## config.mk

```make
export PLATFORM = sky130hd
export DESIGN_NAME = exec_alu_md
export DESIGN_NICKNAME = d
export VERILOG_FILES = /design/src/rtl/exec_alu_md.sv
export SDC_FILE = /design/constraint.sdc
export NUM_CORES = 1
export LEC_CHECK = 0
export CORE_ASPECT_RATIO = 0.7
export CORE_MARGIN = 3
export CORE_UTILIZATION = 45
export DETAILED_ROUTE_END_ITERATION = 10
export SYNTH_ARGS = -nofsm -noshare
export SYNTH_HDL_FRONTEND = slang
export SYNTH_SLANG_ARGS = --single-unit
```

## constraint.sdc

```tcl
create_clock -name clk -period 5 [get_ports clk]
set_clock_uncertainty 0.05 [all_clocks]
set_input_delay 0.75 -clock clk [delete_from_list [all_inputs] [get_ports clk]]
set_output_delay 0.75 -clock clk [all_outputs]
set_load 0.05 [all_outputs]
```

## src/rtl/exec_alu_md.sv

```systemverilog
// Execute unit: registered single-cycle ALU plus an iterative unsigned
// multiply/divide engine (one bit per cycle), valid/ready on both sides.
module exec_alu_md #(
  parameter int unsigned XLEN = 32,
  parameter int unsigned SHW  = $clog2(XLEN)
) (
  input  logic            clk,
  input  logic            rst,
  input  logic            in_valid,
  output logic            in_ready,
  input  logic [4:0]      in_opr,
  input  logic [SHW-1:0]  in_shift,
  input  logic [XLEN-1:0] in_a,
  input  logic [XLEN-1:0] in_b,
  input  logic [4:0]      in_wra,
  output logic            out_valid,
  input  logic            out_ready,
  output logic [XLEN-1:0] out_result,
  output logic [4:0]      out_wra,
  output logic            busy
);

  localparam int unsigned CNTW = $clog2(XLEN + 1);

  localparam logic [4:0] OP_ADD  = 5'd0;
  localparam logic [4:0] OP_SUB  = 5'd1;
  localparam logic [4:0] OP_AND  = 5'd8;
  localparam logic [4:0] OP_OR   = 5'd9;
  localparam logic [4:0] OP_XOR  = 5'd10;
  localparam logic [4:0] OP_NAND = 5'd11;
  localparam logic [4:0] OP_SLL  = 5'd16;
  localparam logic [4:0] OP_SRL  = 5'd17;
  localparam logic [4:0] OP_SRA  = 5'd18;

  typedef enum logic [1:0] {
    S_IDLE = 2'd0,
    S_RUN  = 2'd1,
    S_DONE = 2'd2
  } state_e;

  state_e            state_q, state_d;
  logic [CNTW-1:0]   cnt_q, cnt_d;
  logic [XLEN-1:0]   acc_q, acc_d;        // mul: high half; div: partial remainder
  logic [XLEN-1:0]   mq_q, mq_d;          // mul: low half/multiplier; div: dividend/quotient
  logic [XLEN-1:0]   b_q, b_d;
  logic [1:0]        md_op_q, md_op_d;    // [1]=divide, [0]=high half / remainder
  logic [XLEN-1:0]   out_result_q, out_result_d;
  logic [4:0]        out_wra_q, out_wra_d;

  logic              accept;
  logic              is_md;
  logic [XLEN-1:0]   alu_res;
  logic [XLEN:0]     mul_sum;
  logic [XLEN-1:0]   mul_acc, mul_mq;
  logic [XLEN:0]     div_shifted;
  logic [XLEN+1:0]   div_diff;
  logic [XLEN-1:0]   div_rem, div_quo;
  logic [XLEN-1:0]   md_final;

  assign is_md  = (in_opr[4:2] == 3'b110);
  assign accept = in_valid && in_ready;

  // State register
  always_ff @(posedge clk) begin
    if (rst) begin
      state_q <= S_IDLE;
    end else begin
      state_q <= state_d;
    end
  end

  // Next-state logic
  always_comb begin
    state_d = state_q;
    case (state_q)
      S_IDLE: begin
        if (accept) state_d = is_md ? S_RUN : S_DONE;
      end
      S_RUN: begin
        if (cnt_q == CNTW'(1)) state_d = S_DONE;
      end
      S_DONE: begin
        if (accept)         state_d = is_md ? S_RUN : S_DONE;
        else if (out_ready) state_d = S_IDLE;
      end
      default: state_d = S_IDLE;
    endcase
  end

  // Handshake/status outputs decoded from the state register
  always_comb begin
    in_ready  = 1'b0;
    busy      = 1'b0;
    out_valid = 1'b0;
    case (state_q)
      S_IDLE: in_ready = !rst;
      S_RUN:  busy = 1'b1;
      S_DONE: begin
        out_valid = 1'b1;
        in_ready  = !rst && out_ready;
      end
      default: ;
    endcase
  end

  always_comb begin
    alu_res = '1;
    case (in_opr)
      OP_ADD:  alu_res = in_a + in_b;
      OP_SUB:  alu_res = in_a - in_b;
      OP_AND:  alu_res = in_a & in_b;
      OP_OR:   alu_res = in_a | in_b;
      OP_XOR:  alu_res = in_a ^ in_b;
      OP_NAND: alu_res = ~(in_a & in_b);
      OP_SLL:  alu_res = in_a << in_shift;
      OP_SRL:  alu_res = in_a >> in_shift;
      OP_SRA:  alu_res = XLEN'($signed(in_a) >>> in_shift);
      default: alu_res = '1;
    endcase
  end

  // One shift-add multiply step and one restoring divide step
  always_comb begin
    mul_sum     = {1'b0, acc_q} + (mq_q[0] ? {1'b0, b_q} : (XLEN + 1)'(0));
    mul_acc     = mul_sum[XLEN:1];
    mul_mq      = {mul_sum[0], mq_q[XLEN-1:1]};
    div_shifted = {acc_q, mq_q[XLEN-1]};
    div_diff    = {1'b0, div_shifted} - {2'b00, b_q};
    if (!div_diff[XLEN+1]) begin
      div_rem = div_diff[XLEN-1:0];
      div_quo = {mq_q[XLEN-2:0], 1'b1};
    end else begin
      div_rem = div_shifted[XLEN-1:0];
      div_quo = {mq_q[XLEN-2:0], 1'b0};
    end
    case (md_op_q)
      2'b00:   md_final = mul_mq;
      2'b01:   md_final = mul_acc;
      2'b10:   md_final = div_quo;
      default: md_final = div_rem;
    endcase
  end

  // Datapath next values
  always_comb begin
    cnt_d        = cnt_q;
    acc_d        = acc_q;
    mq_d         = mq_q;
    b_d          = b_q;
    md_op_d      = md_op_q;
    out_result_d = out_result_q;
    out_wra_d    = out_wra_q;
    if (state_q == S_RUN) begin
      acc_d = md_op_q[1] ? div_rem : mul_acc;
      mq_d  = md_op_q[1] ? div_quo : mul_mq;
      cnt_d = cnt_q - CNTW'(1);
      if (cnt_q == CNTW'(1)) out_result_d = md_final;
    end else if (accept) begin
      out_wra_d = in_wra;
      if (is_md) begin
        acc_d   = '0;
        mq_d    = in_a;
        b_d     = in_b;
        md_op_d = in_opr[1:0];
        cnt_d   = CNTW'(XLEN);
      end else begin
        out_result_d = alu_res;
      end
    end
  end

  always_ff @(posedge clk) begin
    if (rst) begin
      cnt_q        <= '0;
      acc_q        <= '0;
      mq_q         <= '0;
      b_q          <= '0;
      md_op_q      <= '0;
      out_result_q <= '0;
      out_wra_q    <= '0;
    end else begin
      cnt_q        <= cnt_d;
      acc_q        <= acc_d;
      mq_q         <= mq_d;
      b_q          <= b_d;
      md_op_q      <= md_op_d;
      out_result_q <= out_result_d;
      out_wra_q    <= out_wra_d;
    end
  end

  assign out_result = out_result_q;
  assign out_wra    = out_wra_q;

endmodule

```

==> impl_metrics.xml <==
<?xml version="1.0" encoding="UTF-8"?>
<metrics>
  <group name="logic_synthesis">
    <metric name="ys_ff_latch" unit="">143</metric>
    <metric name="dominantRegCellSynth" unit="">dfxtp_1</metric>
    <metric name="synth_cell_types" unit="">92</metric>
    <metric name="netlist_area" unit="um^2">18300</metric>
    <metric name="synth_warnings" unit="">0</metric>
    <metric name="synthArstFlopShare" unit="%">0</metric>
    <metric name="synth-edff-count" unit="">0</metric>
    <metric name="number_of_instances_in_the_synthesized_netlist" unit="">2438</metric>
    <metric name="synthesis.nets" unit="">2686</metric>
    <metric name="postSynthAreaPerCell" unit="um^2">7.50</metric>
    <metric name="synth_seq_area_share" unit="%">15.6</metric>
  </group>
  <group name="clock_tree">
    <metric name="clk_pin_slew" unit="ps">70</metric>
    <metric name="ctsRootBufferMaster" unit="">clkbuf_16</metric>
    <metric name="worst_skew_pair.late_latency" unit="ps">440</metric>
    <metric name="cts_buffers" unit="">17</metric>
    <metric name="cts.hold.buffers_added" unit="">0</metric>
    <metric name="cts_tree" unit="">done</metric>
    <metric name="cts_sinks" unit="">143</metric>
    <metric name="cts-root-to-sink-buffers" unit="">2</metric>
    <metric name="htreeDepth" unit="">4</metric>
    <metric name="post_cts_buffers" unit="">0</metric>
  </group>
  <group name="outcome">
    <metric name="run_status" unit="">finished clean</metric>
  </group>
  <group name="global_route">
    <metric name="antenna_found_initial" unit="">0</metric>
    <metric name="grt_util_met3" unit="%">7.98</metric>
    <metric name="grt.met2_usage" unit="%">50.5</metric>
    <metric name="groute.layer.met1.usage" unit="%">51.5</metric>
    <metric name="grt_use_total" unit="%">34.6</metric>
    <metric name="global_route.peak_usage_layer" unit="">met1</metric>
    <metric name="gr-total-overflow" unit="">0</metric>
    <metric name="pin_count_of_the_biggest_net_entering_global_routing" unit="">85</metric>
    <metric name="first_global_vias" unit="">18464</metric>
    <metric name="grt_first_pass_wirelength" unit="um">115000</metric>
  </group>
  <group name="sta">
    <metric name="finalSetupViolations" unit="">0</metric>
    <metric name="total_count_of_max_transition_violations_in_the_final_report" unit="">0</metric>
    <metric name="whs" unit="ps">403</metric>
    <metric name="layout_min_cycle_time" unit="ps">4650</metric>
    <metric name="max_freq" unit="MHz">215</metric>
    <metric name="finalHoldViolCount" unit="">0</metric>
    <metric name="part_of_the_cycle_the_worst_path_needs" unit="%">93.0</metric>
    <metric name="max_slew.worst_pin.slew" unit="ps">1040</metric>
    <metric name="setup_repair_after_global_routing_missed_its_margin" unit="">false</metric>
    <metric name="max_slew_margin" unit="%">30.0</metric>
  </group>
  <group name="critical_path">
    <metric name="critical_path.max_fanout" unit="">3</metric>
    <metric name="crit_path_max_incr_delay" unit="ps">440</metric>
    <metric name="r2r.worst_path.cells" unit="">13</metric>
    <metric name="reg2reg_setup_slack" unit="ps">690</metric>
    <metric name="timing.setup.critical_path_class" unit="">in2reg</metric>
    <metric name="timing.critical_path.required" unit="ps">5290</metric>
    <metric name="rr_startpoint" unit="">mq_q[0]</metric>
    <metric name="worstSetupStartpointType" unit="">input port</metric>
    <metric name="crit_slowest_cell" unit="">clkdlybuf4s50_1</metric>
    <metric name="timing.rr.end" unit="">out_result[31]</metric>
    <metric name="crit_end" unit="">out_result[31]</metric>
    <metric name="crit_path_arrival_time" unit="ps">4940</metric>
    <metric name="crit_path_end_kind" unit="">flip-flop</metric>
    <metric name="path_cells" unit="">clkdlybuf4s50_1, inv_1, ha_1, nand3_1, nor4_2, nand2_1, nor2_2, nand2_1, nor2_2, a41oi_1, xnor2_1, ha_1, a21o_1, a21o_1, a211oi_1, o211ai_1, o21ai_2, o21a_1, o21ai_0, a21oi_1, xnor2_1, o311ai_1</metric>
    <metric name="crit_path_start" unit="">in_b[0]</metric>
  </group>
  <group name="routing">
    <metric name="drtPass1Iterations" unit="">9</metric>
    <metric name="drc_errors" unit="">0</metric>
    <metric name="drtAntennaViolNets" unit="">0</metric>
    <metric name="routed_wirelength" unit="um">76400</metric>
    <metric name="detailed_route_vias_per_instance" unit="">6.42</metric>
    <metric name="routed-via-count" unit="">19989</metric>
    <metric name="drt_first_iter_violations" unit="">2291</metric>
    <metric name="drt-wirelength-per-cell" unit="um">24.5</metric>
  </group>
  <group name="die">
    <metric name="top_level_ports" unit="">123</metric>
    <metric name="chipHeight" unit="um">175</metric>
    <metric name="floorplan.initialDensity" unit="%">45.8</metric>
    <metric name="placeableCoreArea" unit="um^2">39900</metric>
    <metric name="core.rowCount" unit="">61</metric>
    <metric name="die_w" unit="um">247</metric>
    <metric name="fp.dieArea" unit="um^2">43100</metric>
  </group>
  <group name="layout">
    <metric name="multi_input_comb_area" unit="um^2">14300</metric>
    <metric name="ff_latch_area" unit="um^2">2870</metric>
    <metric name="finish.net_count" unit="">2815</metric>
    <metric name="final_layout_size_suffix_gt1_share" unit="%">11.0</metric>
    <metric name="fillers" unit="">3882</metric>
    <metric name="layout.core_utilization" unit="%">53.4</metric>
    <metric name="layout_common_cells" unit="">a21oi_1 (263), nor2_1 (239), nand2_1 (216), mux2i_1 (178), ha_1 (162)</metric>
    <metric name="layout_commonest_cell" unit="">a21oi_1</metric>
    <metric name="areaGrowthSynthToFinish" unit="%">16.6</metric>
    <metric name="antenna_cells_inserted" unit="">0</metric>
  </group>
  <group name="placed_design">
    <metric name="gp_congestion" unit="">1.05</metric>
    <metric name="port_buffers" unit="">122</metric>
    <metric name="post-dp-hpwl" unit="um">60300</metric>
  </group>
  <group name="run">
    <metric name="max_cap_viol_count" unit="">0</metric>
  </group>
  <group name="power_and_ir_drop">
    <metric name="p_leak" unit="uW">0.00882</metric>
    <metric name="power_density" unit="nW/um^2">206</metric>
    <metric name="vdd.ir_drop.worst" unit="V">0.000261</metric>
  </group>
  <group name="hold_path">
    <metric name="min_from" unit="">out_result[2]</metric>
    <metric name="min_path_type" unit="">reg2reg</metric>
  </group>
</metrics>
[critical path, delay by kind of cell]
family | cells | cell delay [ps]
AO/OA/AOI/OAI | 10 | 1920
XOR/XNOR | 2 | 260
adder cells (fa/ha/maj) | 2 | 470
buffers and inverters | 2 | 540
AND/OR/NAND/NOR | 6 | 980
[final cells by class]
class / instances / share of cell area, %
well taps: 535 / 3.14
inverters: 130 / 2.29
clock buffers: 19 / 2.13
multi-input cells: 2007 / 67.2
repair buffers: 268 / 10.9
flip-flops and latches: 143 / 13.4
clock inverters: 13 / 0.933
[kinds of logic (layout without fill, tap and decap cells)]
family / count (synthesis) / in the layout / share of synthesized area, %
AOI/OAI and AO/OA: 775 / 775 / 27.7
and+or+nand+nor: 730 / 730 / 18.3
buffers and inverters: 288 / 430 / 6.25
muxes: 235 / 235 / 15.9
adders and majority gates: 165 / 165 / 11.4
DFF: 143 / 143 / 15.6
xor gates and xnor gates: 102 / 102 / 4.88
[metal layers]
| metal | vias to the layer above | routed length, um |
|---|---|---|
| met3 | 83 | 7620 |
| met2 | 965 | 31700 |
| li1 | 9214 | - |
| met4 | 2 | 1570 |
| met5 | - | 67 |
| met1 | 9725 | 35500 |
[cells in the mapped netlist (all sizes together), types with 11 or more instances]
| master | instances | area (um^2) |
|---|---|---|
| a211o | 15 | 131 |
| a211oi | 39 | 293 |
| a21o | 35 | 263 |
| a21oi | 264 | 1330 |
| a221oi | 38 | 345 |
| a22oi | 11 | 82.6 |
| a31oi | 31 | 209 |
| and2 | 56 | 350 |
| and3 | 20 | 125 |
| buf | 43 | 224 |
| clkbuf | 115 | 432 |
| dfxtp | 143 | 2860 |
| ha | 162 | 2030 |
| inv | 128 | 480 |
| mux2 | 15 | 176 |
| mux2i | 179 | 1800 |
| mux4 | 41 | 923 |
| nand2 | 217 | 822 |
| nand2b | 20 | 125 |
| nand3 | 65 | 325 |
| nand4 | 16 | 100 |
| nor2 | 244 | 918 |
| nor2b | 15 | 93.8 |
| nor3 | 37 | 205 |
| o211ai | 30 | 225 |
| o21a | 19 | 143 |
| o21ai | 154 | 782 |
| o221ai | 12 | 105 |
| o22ai | 12 | 75.1 |
| o31ai | 16 | 120 |
| or3 | 12 | 75.1 |
| xnor2 | 82 | 718 |
| xor2 | 20 | 175 |
[metrics by stage]
step | setup slack, ps | cell area [um^2] | setup TNS, ps | power, uW | instances
after floorplan | 505 | 18300 | 0 | 2280 | 2438
after global placement | -190 | 20700 | -855 | 2890 | 3083
after detailed placement | -381 | 20700 | -1970 | 2910 | 3083
after CTS | 55.8 | 21300 | 0 | 4340 | 3115
after global routing | 40.7 | 21300 | 0 | 4560 | 3115
final | 350 | 21300 | 0 | 4390 | 3115
[repair_timing]
action                                  in CTS  in global routing
endpoints found under the setup margin       0                 10
hold endpoints to repair                     0                  0
gates resized for setup                      0                  6
[where the power goes]
group          internal, uW  switching [uW]  leakage, uW
clock network           878             573     0.000318
logic                   673            1050      0.00734
registers              1180            38.8      0.00116
total                  2730            1660      0.00882
[flip-flops by register name, summed over array words and instances (netlist names)]
signal,flops
b_q,32
acc_q,32
state_q,2
out_result,32
mq_q,32
out_wra,5
md_op_q,2
cnt_q,6
[worst min-delay path by stage]
stage                     end  slack (ps)  cells past startpoint
2_1_floorplan        cnt_q[5]         390                      1
3_3_place_gp    out_result[2]         380                      2
3_5_place_dp    out_result[2]         390                      2
4_1_cts         out_result[2]         400                      2
5_1_grt        out_result[11]         420                      2
6_report        out_result[2]         400                      2
(Power assumes the default switching activity.)
